**config.mk**
```make
export PLATFORM = sky130hd
export DESIGN_NAME = bb_master
export DESIGN_NICKNAME = d
export VERILOG_FILES = /design/src/rtl/bb_master.sv
export SDC_FILE = /design/constraint.sdc
export NUM_CORES = 1
export LEC_CHECK = 0
export BUFFER_PORTS_ARGS = -buffer_cell sky130_fd_sc_hd__buf_2
export CAP_MARGIN = 30
export CORE_UTILIZATION = 48
export DETAILED_ROUTE_END_ITERATION = 7
export PLACE_DENSITY = 0.75
export SLEW_MARGIN = 30
export SYNTH_ARGS = -nofsm -noshare
export SYNTH_HDL_FRONTEND = slang
export SYNTH_SLANG_ARGS = --single-unit
export TNS_END_PERCENT = 30
```
**constraint.sdc**
```tcl
create_clock -name mclk -period 4.7 [get_ports mclk]
set_input_delay 0.94 -clock mclk [delete_from_list [all_inputs] [get_ports mclk]]
set_output_delay 0.94 -clock mclk [all_outputs]
set_load 0.05 [all_outputs]
```
**src/rtl/bb_master.sv**
```systemverilog
// bb_master: Blackbone bus initiator. Accepts read/write commands on a
// valid/ready port, queues them, and runs each as a SETUP/ENABLE sequence
// on the per_* bus. Read data comes back on the response port.
//
// Build option: define BB_MASTER_FIFO_EN to queue commands in a
// FIFO_DEPTH-entry FIFO. Without it, a single holding register is used.
// Bus timing and responses are the same in both builds.
//
// state   | meaning
// --------+--------------------------------------------------------------
// IDLE    | bus parked (per_en=1, per_we=0), waiting for a command
// SETUP   | per_en=0, address/direction/write data presented
// ENABLE  | per_en=1, responder acts at the closing edge
// CAPTURE | bus parked, read data sampled from per_dout at the closing edge
module bb_master #(
  parameter int FIFO_DEPTH = 4,
  parameter int ADDR_W     = 8,
  parameter int DATA_W     = 32
) (
  input  logic              mclk,
  input  logic              puc_rst,
  input  logic              cmd_valid,
  output logic              cmd_ready,
  input  logic              cmd_we,
  input  logic [ADDR_W-1:0] cmd_addr,
  input  logic [DATA_W-1:0] cmd_wdata,
  output logic              rsp_valid,
  output logic              rsp_we,
  output logic [DATA_W-1:0] rsp_rdata,
  output logic [ADDR_W-1:0] per_addr,
  output logic              per_we,
  output logic              per_en,
  output logic [DATA_W-1:0] per_din,
  input  logic [DATA_W-1:0] per_dout
);

  localparam int CMD_W = 1 + ADDR_W + DATA_W;

  if (FIFO_DEPTH < 2 || (FIFO_DEPTH & (FIFO_DEPTH - 1)) != 0) begin : g_bad_depth
    $error("bb_master: FIFO_DEPTH must be a power of two, at least 2");
  end

  typedef enum logic [1:0] {
    S_IDLE    = 2'd0,
    S_SETUP   = 2'd1,
    S_ENABLE  = 2'd2,
    S_CAPTURE = 2'd3
  } state_t;

  state_t state_q, state_d;

  logic              per_en_q, per_en_d;
  logic              per_we_q, per_we_d;
  logic [ADDR_W-1:0] per_addr_q, per_addr_d;
  logic [DATA_W-1:0] per_din_q, per_din_d;
  logic              rsp_valid_q, rsp_valid_d;
  logic              rsp_we_q, rsp_we_d;
  logic [DATA_W-1:0] rdata_q, rdata_d;

  logic [CMD_W-1:0]  cmd_word;
  logic [CMD_W-1:0]  head;
  logic              head_we;
  logic [ADDR_W-1:0] head_addr;
  logic [DATA_W-1:0] head_wdata;
  logic              push;
  logic              pop;
  logic              q_empty;
  logic              avail;
  logic              deq;

  assign cmd_word = {cmd_we, cmd_addr, cmd_wdata};
  assign push     = cmd_valid & cmd_ready;
  // An incoming command on an empty queue goes straight to the bus, which
  // is what lets SETUP start in the cycle right after acceptance.
  assign avail    = push | ~q_empty;
  assign deq      = pop & ~q_empty;
  assign {head_we, head_addr, head_wdata} = head;

`ifdef BB_MASTER_FIFO_EN
  localparam int PTR_W = $clog2(FIFO_DEPTH);
  localparam logic [PTR_W:0] FULL_CNT = (PTR_W + 1)'(FIFO_DEPTH);

  logic [CMD_W-1:0] fifo_q [FIFO_DEPTH];
  logic [PTR_W-1:0] wr_ptr_q, rd_ptr_q;
  logic [PTR_W:0]   count_q;
  logic             store;

  assign q_empty   = (count_q == '0);
  assign cmd_ready = (count_q != FULL_CNT);
  assign store     = push & ~(q_empty & pop);
  assign head      = q_empty ? cmd_word : fifo_q[rd_ptr_q];

  // Queue pointers and occupancy.
  always_ff @(posedge mclk or negedge puc_rst) begin
    if (!puc_rst) begin
      wr_ptr_q <= '0;
      rd_ptr_q <= '0;
      count_q  <= '0;
    end else begin
      if (store) wr_ptr_q <= wr_ptr_q + 1'b1;
      if (deq)   rd_ptr_q <= rd_ptr_q + 1'b1;
      case ({store, deq})
        2'b10:   count_q <= count_q + 1'b1;
        2'b01:   count_q <= count_q - 1'b1;
        default: count_q <= count_q;
      endcase
    end
  end

  // Queue storage; contents are only meaningful below count_q.
  always_ff @(posedge mclk) begin
    if (store) fifo_q[wr_ptr_q] <= cmd_word;
  end
`else
  logic             hold_valid_q;
  logic [CMD_W-1:0] hold_q;

  assign q_empty   = ~hold_valid_q;
  assign cmd_ready = ~hold_valid_q;
  assign head      = hold_valid_q ? hold_q : cmd_word;

  // Single holding register, emptied as the FSM enters SETUP.
  always_ff @(posedge mclk or negedge puc_rst) begin
    if (!puc_rst) begin
      hold_valid_q <= 1'b0;
      hold_q       <= '0;
    end else if (deq) begin
      hold_valid_q <= 1'b0;
    end else if (push && !pop) begin
      hold_valid_q <= 1'b1;
      hold_q       <= cmd_word;
    end
  end
`endif

  // Next-state and registered bus/response outputs.
  always_comb begin
    state_d     = state_q;
    pop         = 1'b0;
    per_en_d    = per_en_q;
    per_we_d    = per_we_q;
    per_addr_d  = per_addr_q;
    per_din_d   = per_din_q;
    rsp_valid_d = 1'b0;
    rsp_we_d    = rsp_we_q;
    rdata_d     = rdata_q;

    case (state_q)
      S_IDLE: begin
        per_en_d = 1'b1;
        per_we_d = 1'b0;
        pop      = avail;
      end
      S_SETUP: begin
        state_d  = S_ENABLE;
        per_en_d = 1'b1;
      end
      S_ENABLE: begin
        if (per_we_q) begin
          rsp_valid_d = 1'b1;
          rsp_we_d    = 1'b1;
          state_d     = S_IDLE;
          per_en_d    = 1'b1;
          per_we_d    = 1'b0;
          pop         = avail;
        end else begin
          state_d  = S_CAPTURE;
          per_en_d = 1'b1;
          per_we_d = 1'b0;
        end
      end
      S_CAPTURE: begin
        rsp_valid_d = 1'b1;
        rsp_we_d    = 1'b0;
        rdata_d     = per_dout;
        state_d     = S_IDLE;
        pop         = avail;
      end
      default: begin
        state_d  = S_IDLE;
        per_en_d = 1'b1;
        per_we_d = 1'b0;
      end
    endcase

    // Launching a command is the same from IDLE, ENABLE and CAPTURE.
    if (pop) begin
      state_d    = S_SETUP;
      per_en_d   = 1'b0;
      per_we_d   = head_we;
      per_addr_d = head_addr;
      per_din_d  = head_we ? head_wdata : '0;
    end
  end

  // State and output registers.
  always_ff @(posedge mclk or negedge puc_rst) begin
    if (!puc_rst) begin
      state_q     <= S_IDLE;
      per_en_q    <= 1'b1;
      per_we_q    <= 1'b0;
      per_addr_q  <= '0;
      per_din_q   <= '0;
      rsp_valid_q <= 1'b0;
      rsp_we_q    <= 1'b0;
      rdata_q     <= '0;
    end else begin
      state_q     <= state_d;
      per_en_q    <= per_en_d;
      per_we_q    <= per_we_d;
      per_addr_q  <= per_addr_d;
      per_din_q   <= per_din_d;
      rsp_valid_q <= rsp_valid_d;
      rsp_we_q    <= rsp_we_d;
      rdata_q     <= rdata_d;
    end
  end

  assign per_en    = per_en_q;
  assign per_we    = per_we_q;
  assign per_addr  = per_addr_q;
  assign per_din   = per_din_q;
  assign rsp_valid = rsp_valid_q;
  assign rsp_we    = rsp_we_q;
  // Write responses read as zero; otherwise the last read data is held.
  assign rsp_rdata = (rsp_valid_q && rsp_we_q) ? '0 : rdata_q;

endmodule
```
# [After elaboration in Yosys (flattened, before gate mapping)]
# Index checks and enable logic that the tools add are counted.
# Widths: inputs -> output; s select.
[word_totals] regBits=120 input_bits=76 output_inout_bits=77
[op_classes] eq_ne=4 n_mux=18 n_bitwise=5 reduce_logical=14
[ops] operator="$mux 32" n=2
[ops] operator="$mux 41" n=1
[ops] operator="$mux 1" n=9
[ops] operator="$reduce_bool 2->1" n=4
[ops] operator="$pmux 1 s2" n=3
[ops] operator="$pmux 2 s3" n=1
[ops] operator="$eq 2x2->1 const B" n=2
[ops] operator="$mux 2" n=2
[ops] operator="$reduce_and 2->1" n=2
[ops] operator="$reduce_bool 4->1" n=1
[ops] operator="$reduce_or 2->1" n=2
[ops] operator="$reduce_or 3->1" n=1
[ops] operator="$and 1x1->1" n=2
[ops] operator="$eq 2x1->1 const B" n=1
[ops] operator="$logic_and 1x1->1" n=2
[ops] operator="$logic_not 2->1" n=1
[ops] operator="$ne 2x2->1 const B" n=1
[ops] operator="$not 1->1" n=2
[ops] operator="$logic_not 1->1" n=1
[ops] operator="$or 1x1->1" n=1

# [Logic depth before layout (Yosys ltp)]
# Gate-level depths: netlist of the first run.
[logic_depth] ltp_word=9 ltp_mapped=6 mapped_depth_nobuf=5

# [Worst setup path before layout of the first run]
# OpenSTA, ideal clock, no wires.
[synth_timing] kind="reg2out" startpoint="register rsp_we_q (netlist: rsp_we)" endpoint="output rsp_rdata[10]" t_arrival_ns=1.402 setup_slack_ns=2.358 path_stages_with_launch=4 path_cell_list="dfrtp_1 nand2_1 clkbuf_1 and2_1"
[synth_between] elab_chain_cells=2
[synth_lines] element="start: declaration" line_no="57" source="logic rsp_we_q, rsp_we_d;"
[synth_lines] element="start signal: assignment" line_no="214" source="rsp_we_q <= rsp_we_d;"
[synth_lines] element="$logic_and 1x1->1" line_no="226" source="assign rsp_rdata = (rsp_valid_q && rsp_we_q) ? '0 : rdata_q;"
[synth_lines] element="$mux 32" line_no="226"
[synth_lines] element="end: declaration" line_no="29" source="output logic [DATA_W-1:0] rsp_rdata,"
# No other way between the ends.

# [Final worst setup path of the first run]
[layout_timing] startpoint="register rsp_we_q (netlist: rsp_we)" endpoint="output rsp_rdata[19]"
# Same word-level chain as after synthesis.

==> metrics.yaml, run 1 <==
crit_buf_inv: 1
syn_inst: 390
r2r_setup_slack_ns: 2.06
first_pass_grt_wire_length_mm: 18.0
cts_tree: "yes"
drt-initial-drc-count: 128
cts.path.max_buffers: 2
gpl.final_weighted_congestion: 0.709
worst_setup_path_start_kind: "flop"
maxCapViolations: 0
clk_pin_slew_worst_paths_ns: 0.05
cp_cell_sequence: "nand2_1, and2_1, buf_2"
timing.setup.tns_ns: 0
synth-edff-count: 0
globalRoute.totalOverflow: 0
detail_route.vias_per_cell: 5.06
worst_hold_path_type: "in2async"
detail_route.first_pass.iterations: 4
die_width_um: 108
worst_r2r_endpoint: "per_addr[6]"
synthesis.area_per_instance_um2: 13.8
max_freq_ghz: 0.347
ys_top_cells_by_count: "dfrtp_1 (119), mux2_2 (114), nor2_1 (36), mux2i_1 (35), and2_1 (32)"
cts_num_sinks: 120
tightest_slew_ns: 0.815
timing.critical_path.fanout_max: 32
numnets_final: 627
timing.critical_path.required_ns: 3.76
crit-reg2reg-launch: "hold_valid_q"
timing.critical_path.to_type: "output port"
ios: 153
antennaDiodeCount: 0
overall_die_area_um2: 11600
ctsHoldBuffers: 0
post_synth_instance_area_um2: 5370
synth_top_area_share_pct: 55.4
detailroute.via_count: 3532
wl_mm: 10.9
crit_slowest_cell: "nand2_1"
floorplan.die.height_um: 108
drive_above_1_share_pct: 55.7
drt.antenna.violating_nets: 0
grtUsageTotal_pct: 20.2
initial_utilization_pct: 49.3
most_repeated_cell_in_the_gate_level_netlist_after_synthesis: "dfrtp_1"
status: "completed"
placement_rows: 38
cp_class: "reg2out"
yosys.cell_types.count: 24
synth_sequential_area_ratio_pct: 55.9
h-tree-depth: 4
critical_path.top_delay_family: "simple AND/OR/NAND/NOR gates"
number_of_setup_violations_in_the_final_report: 0
final.min_clock_period_ns: 2.89
antenna_found_initial: 1
finalHoldViolCount: 0
arrival_ns: 1.95
dp_hpwl_mm: 7.58
max-slew-margin-rel_pct: 45.7
setup_ws_ns: 1.81
route.detailed.wl_per_inst_um: 15.6
slowest_cell_delay_on_critical_path_ns: 0.55
final.period_utilization_pct: 61.4
rsz0062_at_grt: "false"
async_reset_ff_share_pct: 100
synth_area_leader_cell: "dfrtp_1"
post-place-ws_ns: 1.99
cts_made_buffers: 17
critPathLaunch: "rsp_we"
core_footprint_um2: 10900
io_buffer_count: 152
first_global_vias: 3733
grt_start_max_net_pins: 57
synth.area.top_cells: "dfrtp_1 (55%), mux2_2 (24%), mux2i_1 (6.5%), and2_1 (3.7%), nor2_1 (2.5%)"
maxSlewViolCount: 0
most_common_flop_cell_mapped_by_yosys: "dfrtp_1"
finClkSkew_ns: 0.00613
number_of_synthesized_register_bits: 120
post_cts_resize_count: 0
area.growth.synth_to_final_pct: 27.7
detail_route.drc_violations: 0
cts.repair_timing.setup_buffer_count: 0
fillCellCount: 881
ys.warnings.count: 0
clk_latency_worst_skew_pair_ns: 0.51
r2r.worst_path.cells: 4
root_buffer: "clkbuf_8"
syn_nets: 471
[how the worst max path moves through the flow]
| stage | end | slack, ns | depth (start not counted) |
|---|---|---|---|
| 2_1_floorplan | rsp_rdata[10] | 2.36 | 3 |
| 3_3_place_gp | per_addr[1] | 2.03 | 5 |
| 3_5_place_dp | per_din[29] | 1.99 | 5 |
| 4_1_cts | rsp_rdata[18] | 1.75 | 3 |
| 5_1_grt | rsp_rdata[21] | 1.65 | 3 |
| 6_report | rsp_rdata[19] | 1.81 | 3 |
[state kept, by name (all words and copies together) (netlist names)]
name and cells:
state_q 2, hold_valid_q 1, rdata_q 32, per_din 32
per_we 1, rsp_valid 1, rsp_we 1, per_en 1
hold_q 41, per_addr 8
[stage by stage]
stage	hold WS, ns	utilization, %	instances	cell area (um2)
floorplan	0.459	-	390	5370
global placement	0.464	57.4	665	6240
detailed placement	0.466	57.6	667	6270
CTS	0.475	63.0	698	6860
global route	0.496	63.0	698	6860
finish	0.469	63.0	698	6860
[metal layers]
metal	share of wire, %	GRT usage [%]	vias to the layer above
li1	-	-	1663
met1	42	23.4	1731
met2	48	34.0	122
met3	8.3	7.38	14
met4	1.1	7.63	2
met5	0.074	0	-
[kinds of logic (layout without fill, tap and decap cells)]
group,Yosys count,count (layout),synth area share [%]
AND/OR/NAND/NOR,73,73,7.01
buffers and inverters,29,197,2.89
flip-flops,120,120,55.9
multiplexers,156,156,31.9
AO/OA/AOI/OAI,7,7,1.12
adder cells (fa/ha/maj),5,5,1.16
[final cells by class]
type	instances	area, um2	area share (%)
Clock inverter	9	123	1.79
Inverter	6	22.5	0.328
Tap cell	140	175	2.55
Timing Repair Buffer	160	838	12.2
Multi-Input combinational cell	241	2230	32.6
Sequential cell	120	3010	43.8
Clock buffer	22	463	6.75
[worst register-to-register path, cell delays in order (launching register included)]
cell and delay, ns:
dfrtp_2 0.90, nor2_1 0.20, nor3_4 0.51, buf_4 0.51, mux2_2 0.42
[cell usage in the layout, fill, tap and decap left out, types with 3 or more instances in the layout]
cell type  count
mux2i_1       34
clkbuf_8       4
clkbuf_16     16
dfrtp_1      118
nor2_1        36
mux2_2       114
buf_2        151
ha_1           5
and2_1        32
bufinv_16      3
buf_4          7
mux2_1         7
clkinv_2       5
inv_1          6
Power of run 1 is not shown: default switching activity piles up to over one toggle a cycle in this logic, so the estimate is an artifact.
==> run 2, diff against run 1 <==
==> constraint.sdc (replaced) <==
create_clock -name mclk -period 3 [get_ports mclk]
set_input_delay 0.6 -clock mclk [delete_from_list [all_inputs] [get_ports mclk]]
set_output_delay 0.6 -clock mclk [all_outputs]
set_load 0.05 [all_outputs]
==> metrics.yaml, run 2 (synthesis results as in run 1) <==
core_footprint_um2: 10900  # unchanged
largest_register_ffs: 41  # unchanged
arrival_ns: 1.96  # was 1.95 ns
r2r_setup_slack_ns: 0.73  # was 2.06 ns
cts_num_sinks: 120  # unchanged
rsz0062_at_grt: "false"  # unchanged
maxCapViolations: 0  # unchanged
floorplan.die.height_um: 108  # unchanged
cts_made_buffers: 17  # unchanged
worst_hold_path_type: "in2async"  # unchanged
layout_commonest_cell: "buf_2"  # unchanged
cts_tree: "yes"  # unchanged
place_area_um2: 6280  # was 6270 um2
timing.critical_path.to_type: "output port"  # unchanged
h-tree-depth: 4  # unchanged
final.period_utilization_pct: 85.2
cp_cell_sequence: "nand2_1, and2_1, buf_2"  # unchanged
max_freq_ghz: 0.391
first_pass_grt_wire_length_mm: 17.4  # was 18.0 mm
cts.repair_timing.setup_buffer_count: 0  # unchanged
clk_pin_slew_worst_paths_ns: 0.06  # was 0.05 ns
slowest_cell_delay_on_critical_path_ns: 0.56  # was 0.55 ns
worst_r2r_endpoint: "per_din[2]"  # was per_addr[6]
grtUsageTotal_pct: 19.8  # was 20.2%
globalRoute.totalOverflow: 0  # unchanged
timing.critical_path.fanout_max: 32  # unchanged
io_buffer_count: 152  # unchanged
number_of_setup_violations_in_the_final_report: 0  # unchanged
detail_route.drc_violations: 0  # unchanged
fillCellCount: 865  # was 881
crit_slowest_cell: "nand2_1"  # unchanged
post_cts_resize_count: 0  # unchanged
detail_route.vias_per_cell: 5.03  # was 5.06
final.min_clock_period_ns: 2.56
drive_above_1_share_pct: 56.2  # was 55.7%
detail_route.first_pass.iterations: 4  # unchanged
tightest_slew_ns: 0.740  # was 0.815 ns
worstSetupPathDepth: 3  # unchanged
drt-initial-drc-count: 143  # was 128
critical_path.top_delay_family: "simple AND/OR/NAND/NOR gates"  # unchanged
numnets_final: 627  # unchanged
root_buffer: "clkbuf_8"  # unchanged
route.detailed.wl_per_inst_um: 15.3  # was 15.6 um
clk_latency_worst_skew_pair_ns: 0.51  # about the same
worst_setup_path_start_kind: "flop"  # unchanged
antennaDiodeCount: 0  # unchanged
timing.critical_path.required_ns: 2.40  # was 3.76 ns
fin_worst_hold_slack_ns: 0.116  # was 0.469 ns
cp-endpoint: "rsp_rdata[7]"  # was rsp_rdata[19]
top_register: "hold_q"  # unchanged
ios: 153  # unchanged
cp_class: "reg2out"  # unchanged
grt_start_max_net_pins: 53  # was 57
overall_die_area_um2: 11600  # unchanged
antenna_found_initial: 1  # unchanged
maxSlewViolCount: 0  # unchanged
status: "completed"  # unchanged
r2r.worst_path.cells: 6  # was 4
dp_hpwl_mm: 7.38  # was 7.58 mm
detailroute.via_count: 3514  # was 3532
first_global_vias: 3595  # was 3733
critPathLaunch: "rsp_we"  # unchanged
ctsHoldBuffers: 0  # unchanged
final_cell_mix: "buf_2 (151), dfrtp_1 (118), mux2_2 (114), nor2_1 (36), mux2i_1 (34)"  # unchanged
placement_rows: 38  # unchanged
finClkSkew_ns: 0.00806  # was 0.00613 ns
initial_utilization_pct: 49.3  # unchanged
area.growth.synth_to_final_pct: 28.1  # was 27.7%
cts.path.max_buffers: 2  # unchanged
crit_buf_inv: 1  # unchanged
max-slew-margin-rel_pct: 50.5  # was 45.7%
finalHoldViolCount: 0  # unchanged
post-route-cell-area_um2: 6880  # was 6860 um2
wl_mm: 10.7  # was 10.9 mm
crit-reg2reg-launch: "state_q[0]"  # was hold_valid_q
drt.antenna.violating_nets: 0  # unchanged
gpl.final_weighted_congestion: 0.768  # was 0.709
die_width_um: 108  # unchanged
timing.setup.tns_ns: 0  # unchanged
## run 2: cell types whose count changed in the layout (fill, tap and decap cells not counted), sizes merged
cell,delta
clkbuf,-3
clkinvlp,+4
## run 2: how the worst min path moves through the flow
stage / from / end / cells after the start
6_report: puc_rst / rdata_q[22] / 1
5_1_grt: puc_rst / rdata_q[22] / 1
4_1_cts: puc_rst / rdata_q[20] / 1
3_5_place_dp: per_en / per_en / 2
3_3_place_gp: per_en / per_en / 2
2_1_floorplan: puc_rst / hold_q[0] / 0
## run 2: worst reg2reg max path, cell delays in order (launching register included)
cell,delay (ns)
dfrtp_1,0.45
inv_1,0.10
ha_1,0.30
a21boi_2,0.19
nor3_4,0.19
buf_4,0.52
mux2_2,0.42
## run 2: layout make-up
class | instances | area (um2) | share of cell area (%)
clock buffer | 19 | 442 | 6.42
clock inverter | 13 | 153 | 2.22
sequential | 120 | 3010 | 43.7
tap | 140 | 175 | 2.55
multi-input combinational | 241 | 2230 | 32.5
timing repair buffer | 160 | 848 | 12.3
inverter | 6 | 22.5 | 0.327
## run 2: metal layers
layer  share of wire (%)  up-vias  track usage (%)
li1                    -     1658                -
met3                 7.1       10             7.08
met2                  48      123             32.5
met1                  44     1721             24.1
met5                0.12        -                0
met4                0.55        2             6.75
## run 2: per-stage QoR
step           setup WS [ns]  utilization, %  cells
2_1_floorplan          0.998               -    390
3_3_place_gp           0.823            57.7    667
3_5_place_dp           0.765            57.7    667
4_1_cts                0.392            63.2    699
5_1_grt                0.314            63.2    699
6_report               0.443            63.2    699
Power of run 2 is left out for the same reason.
